`config.mk`:
```
export PLATFORM = sky130hd
export DESIGN_NAME = priority_encoder_hs
export DESIGN_NICKNAME = d
export VERILOG_FILES = /design/src/rtl/priority_encoder_hs.sv
export SDC_FILE = /design/constraint.sdc
export NUM_CORES = 1
export LEC_CHECK = 0
export BUFFER_PORTS_ARGS = -buffer_cell sky130_fd_sc_hd__buf_4
export CORE_MARGIN = 2
export CORE_UTILIZATION = 47
export DETAILED_ROUTE_END_ITERATION = 12
export HOLD_SLACK_MARGIN = 0.05
export PLACE_DENSITY_LB_ADDON = 0.15
export SYNTH_ARGS = -nofsm -noshare
export SYNTH_HDL_FRONTEND = slang
export SYNTH_SLANG_ARGS = --single-unit
```
`constraint.sdc`:
```
create_clock -name clk -period 2 [get_ports clk]
set_clock_uncertainty 0.05 [all_clocks]
set_input_delay 0.5 -clock clk [delete_from_list [all_inputs] [get_ports clk]]
set_output_delay 0.5 -clock clk [all_outputs]
set_load 0.01 [all_outputs]
```
`src/rtl/priority_encoder_hs.sv`:
```
// Registered N-to-log2(N) priority encoder. It has a valid/ready handshake on both sides and a saturating error counter.
// Latency is 1 cycle from accept to out_valid. in_ready passes backpressure straight through: !out_valid || out_ready.
module priority_encoder_hs #(
  parameter int WIDTH     = 4,
  parameter bit MSB_FIRST = 1'b1,
  parameter int CW        = 8,
  localparam int IW       = $clog2(WIDTH)
) (
  input  logic             clk,
  input  logic             rst,
  input  logic             in_valid,
  output logic             in_ready,
  input  logic [WIDTH-1:0] in_data,
  output logic             out_valid,
  input  logic             out_ready,
  output logic [IW-1:0]    out_idx,
  output logic             out_none,
  output logic             out_multi,
  input  logic             clr_err,
  output logic [CW-1:0]    err_count
);

  logic             r_vld;
  logic [IW-1:0]    r_idx;
  logic             r_none;
  logic             r_multi;
  logic [CW-1:0]    r_err;

  logic             w_accept;
  logic [IW-1:0]    w_idx;
  logic             w_none;
  logic             w_multi;
  logic             w_bad;
  logic             w_err_sat;

  // The reset term keeps in_ready high during reset, even while a stale result is still registered.
  assign in_ready  = rst || !r_vld || out_ready;
  assign w_accept  = in_valid && in_ready && !rst;

  assign w_none    = (in_data == '0);
  // A vector has more than one bit set exactly when clearing its lowest set bit leaves something behind.
  assign w_multi   = ((in_data & (in_data - WIDTH'(1))) != '0);
  assign w_bad     = w_none || w_multi;
  assign w_err_sat = (r_err == {CW{1'b1}});

  // The last write wins. The scan direction picks the highest or the lowest set bit.
  // With no bit set, w_idx stays at 0.
  always_comb begin
    w_idx = '0;
    if (MSB_FIRST) begin
      for (int i = 0; i < WIDTH; i++) begin
        if (in_data[i]) w_idx = IW'(i);
      end
    end else begin
      for (int i = WIDTH - 1; i >= 0; i--) begin
        if (in_data[i]) w_idx = IW'(i);
      end
    end
  end

  always_ff @(posedge clk) begin
    if (rst) begin
      r_vld   <= 1'b0;
      r_idx   <= '0;
      r_none  <= 1'b0;
      r_multi <= 1'b0;
    end else if (w_accept) begin
      r_vld   <= 1'b1;
      r_idx   <= w_idx;
      r_none  <= w_none;
      r_multi <= w_multi;
    end else if (out_ready) begin
      r_vld   <= 1'b0;
    end
  end

  always_ff @(posedge clk) begin
    if (rst || clr_err) begin
      r_err <= '0;
    end else if (w_accept && w_bad && !w_err_sat) begin
      r_err <= r_err + CW'(1);
    end
  end

  assign out_valid = r_vld;
  assign out_idx   = r_idx;
  assign out_none  = r_none;
  assign out_multi = r_multi;
  assign err_count = r_err;

endmodule
```
==> run metrics <==
gr usage total 18.5%; post-route ant nets 0; Setup Fix Bufs, Post-CTS 0; crit path launch type register; RD Place Congestion 0.837; Worst EP arrival 1350 ps; fillers 117; initial drt markers 27; r2r startpoint err_count[0]; number of synthesized flops with an enable pin 0; Die Wd 42.5 µm; final worst-path cycle share 95.2%; capture point of the worst path in_ready; cts hold-fix bufs 0; min Tclk post-route 1900 ps; RSZ-0062 raised after global routing no; core area 1330 µm²; Worst-Margin Slew 425 ps; f_max 525 MHz; final instance area 928 µm²; Post-Route WL 1.59 mm; Seq cells post-synth 13; Worst-path clk slew 80 ps; total clock buffers created by CTS 3; row cnt 13; Via Count 709; net count of the finished layout 121; DRC viols 0; share of cells above drive strength 1 32.7%; worst-case register-to-register setup slack 300 ps; sequential power share 51.3%; Int Pwr 0.386 mW; Synth async-reset ratio 0%; DIE HEIGHT 42.5 µm; dpl cells 121; H-Tree Depth 1; diodes inserted 0; data required time of the critical path 1450 ps; worst reg2reg endpoint err_count[1]; mapped cell area 696 µm²; pin count of the biggest net entering global routing 11; power density cells 564 nW/µm²; # setup viols final 0; Comb pwr share 16.5%; synth unique cells 36; DR pass1 iterations 6; first-pass GRT wire length 2.51 mm; Max-slew headroom 71.5%; # port buffers 22; clock latency on the worst-skew pair 290 ps; DR vias/cell 5.67; CTS root buf clkbuf_4; wire length per cell 12.7 µm; Die ar. 1800 µm²; dpl hpwl 1.19 mm; critical path class reg2out; initial antenna violation count 0; Min-Delay Path Class reg2reg; Non-Filler Instances 125; WHS 413 ps; Top FF cell, synth dfxtp_1; final-report hold violation count 0; global route total overflow 0; sw power 0.138 mW; Longest Clk Path Bufs 2; I/O pin total 23; r2r worst-path depth 6; sw frac 26.3%; Peak VDD IR 0.300 mV; Slew Limit Fails 0; Clock power frac 32.2%; CTS tree yes; Avg Cell Area, Syn 8.59 µm²; Post-Syn Instances 81; Syn. warnings 0; Area Overhead vs Synth 33.5%; Syn Nets 91; vias in the first global route 617; clk sink count 13; maxcap violations 0; PostCTS Resize Cnt 0; Worst Path Max Fanout 3; dpl cell area 902 µm²; Worst setup EP type output pin; Initial Utilization 52.2%; Lkg Pwr 0.362 nW; hold wc startpoint out_multi; crit path from out_valid; sequential-to-total area share from yosys stat 37.4%; status complete, no violations
==> cells in the mapped netlist, types with 2 or more instances <==
library cell   n  area share (%)
dfxtp_1       13              37
a21oi_1        8             5.8
nand2_1        6             3.2
nor2_1         4             2.2
inv_1          3             1.6
nand3_1        3             2.2
o21bai_1       3             3.2
o31ai_1        3             3.2
or4_1          3             3.2
a211oi_1       2             2.2
mux2i_1        2             2.9
nand4_1        2             1.8
nor2b_1        2             1.8
nor4_1         2             1.8
o21a_1         2             2.2
or2_2          2             1.8
or3_1          2             1.8
==> registers in the layout (all words and copies together), names as in the netlist <==
signal and count:
out_valid 1, err_count 8, out_multi 1, out_none 1, out_idx 2
==> power by group through the flow <==
stage	clock [mW]	sequential [mW]	combinational, mW
after floorplan	0	0.278	0.0422
after global placement	0	0.274	0.0846
after detailed placement	0	0.275	0.0862
after CTS	0.172	0.269	0.0866
after global routing	0.180	0.270	0.0956
final	0.169	0.269	0.0866
==> metal layers <==
layer | wire length [µm] | global-route usage (%) | vias up | part of all wire, %
met3 | 109 | 3.02 | 3 | 6.9
met5 | 0 | 0 | - | 0
met1 | 757 | 24.4 | 318 | 48
li1 | - | - | 362 | -
met4 | 32 | 13.8 | 0 | 2.0
met2 | 686 | 26.8 | 26 | 43
==> stage by stage <==
step / total power [mW] / TNS, ps / util [%] / worst slack, ps
floorplan: 0.320 / 0 / - / 243
global placement: 0.359 / 0 / 67.6 / 40.0
detailed placement: 0.361 / -0.710 / 67.6 / -0.710
CTS: 0.528 / 0 / 69.6 / 85.4
global route: 0.545 / 0 / 69.6 / 45.9
finish: 0.524 / 0 / 69.6 / 95.6
==> cell usage in the layout (no fill, tap or decap), drive strengths merged <==
master,instances
a211oi,2
and2,1
clkbuf,4
nand3,3
a221o,1
nand2b,1
nand4,2
nand2,6
xor2,1
buf,28
ha,1
a21oi,8
o2111ai,1
o31ai,3
o21ai,1
mux2i,2
or3,3
or4,3
o311a,1
and4,1
dfxtp,13
nor4,2
or2,2
nor2,5
nor3,1
or2b,1
nor2b,2
o21a,2
inv,3
o21bai,3
nor4b,1
o211ai,1
o311ai,1
==> worst max-delay path, cell delays in order (launching register included) <==
cell and delay (ps):
dfxtp_1 330, or2b_2 320, or2_2 270, buf_4 140
==> worst min path at each step <==
stage / slack, ps / cells after the start / end
floorplan: 420 / 2 / out_multi
global placement: 390 / 2 / out_multi
detailed placement: 400 / 2 / out_none
CTS: 420 / 2 / out_multi
global route: 450 / 2 / out_multi
finish: 410 / 2 / out_multi
==> kinds of logic (layout without fill, tap and decap cells) <==
| group | Yosys count | in the layout | share of synthesized area (%) |
|---|---|---|---|
| AOI/OAI and AO/OA | 24 | 24 | 23.7 |
| muxes | 2 | 2 | 2.88 |
| buffers and inverters | 6 | 35 | 4.86 |
| DFF | 13 | 13 | 37.4 |
| xor gates and xnor gates | 1 | 1 | 1.26 |
| and+or+nand+nor | 34 | 34 | 28.1 |
| adders and majority gates | 1 | 1 | 1.80 |
==> final cells by class <==
type	count	area, µm²	share of cell area (%)
sequential	13	260	28.0
clock buffer	4	26.3	2.83
tap	15	18.8	2.02
inverter	3	11.3	1.21
multi-input combinational	62	402	43.3
timing repair buffer	28	210	22.6
No activity file was read; power rests on OpenSTA's default activity.
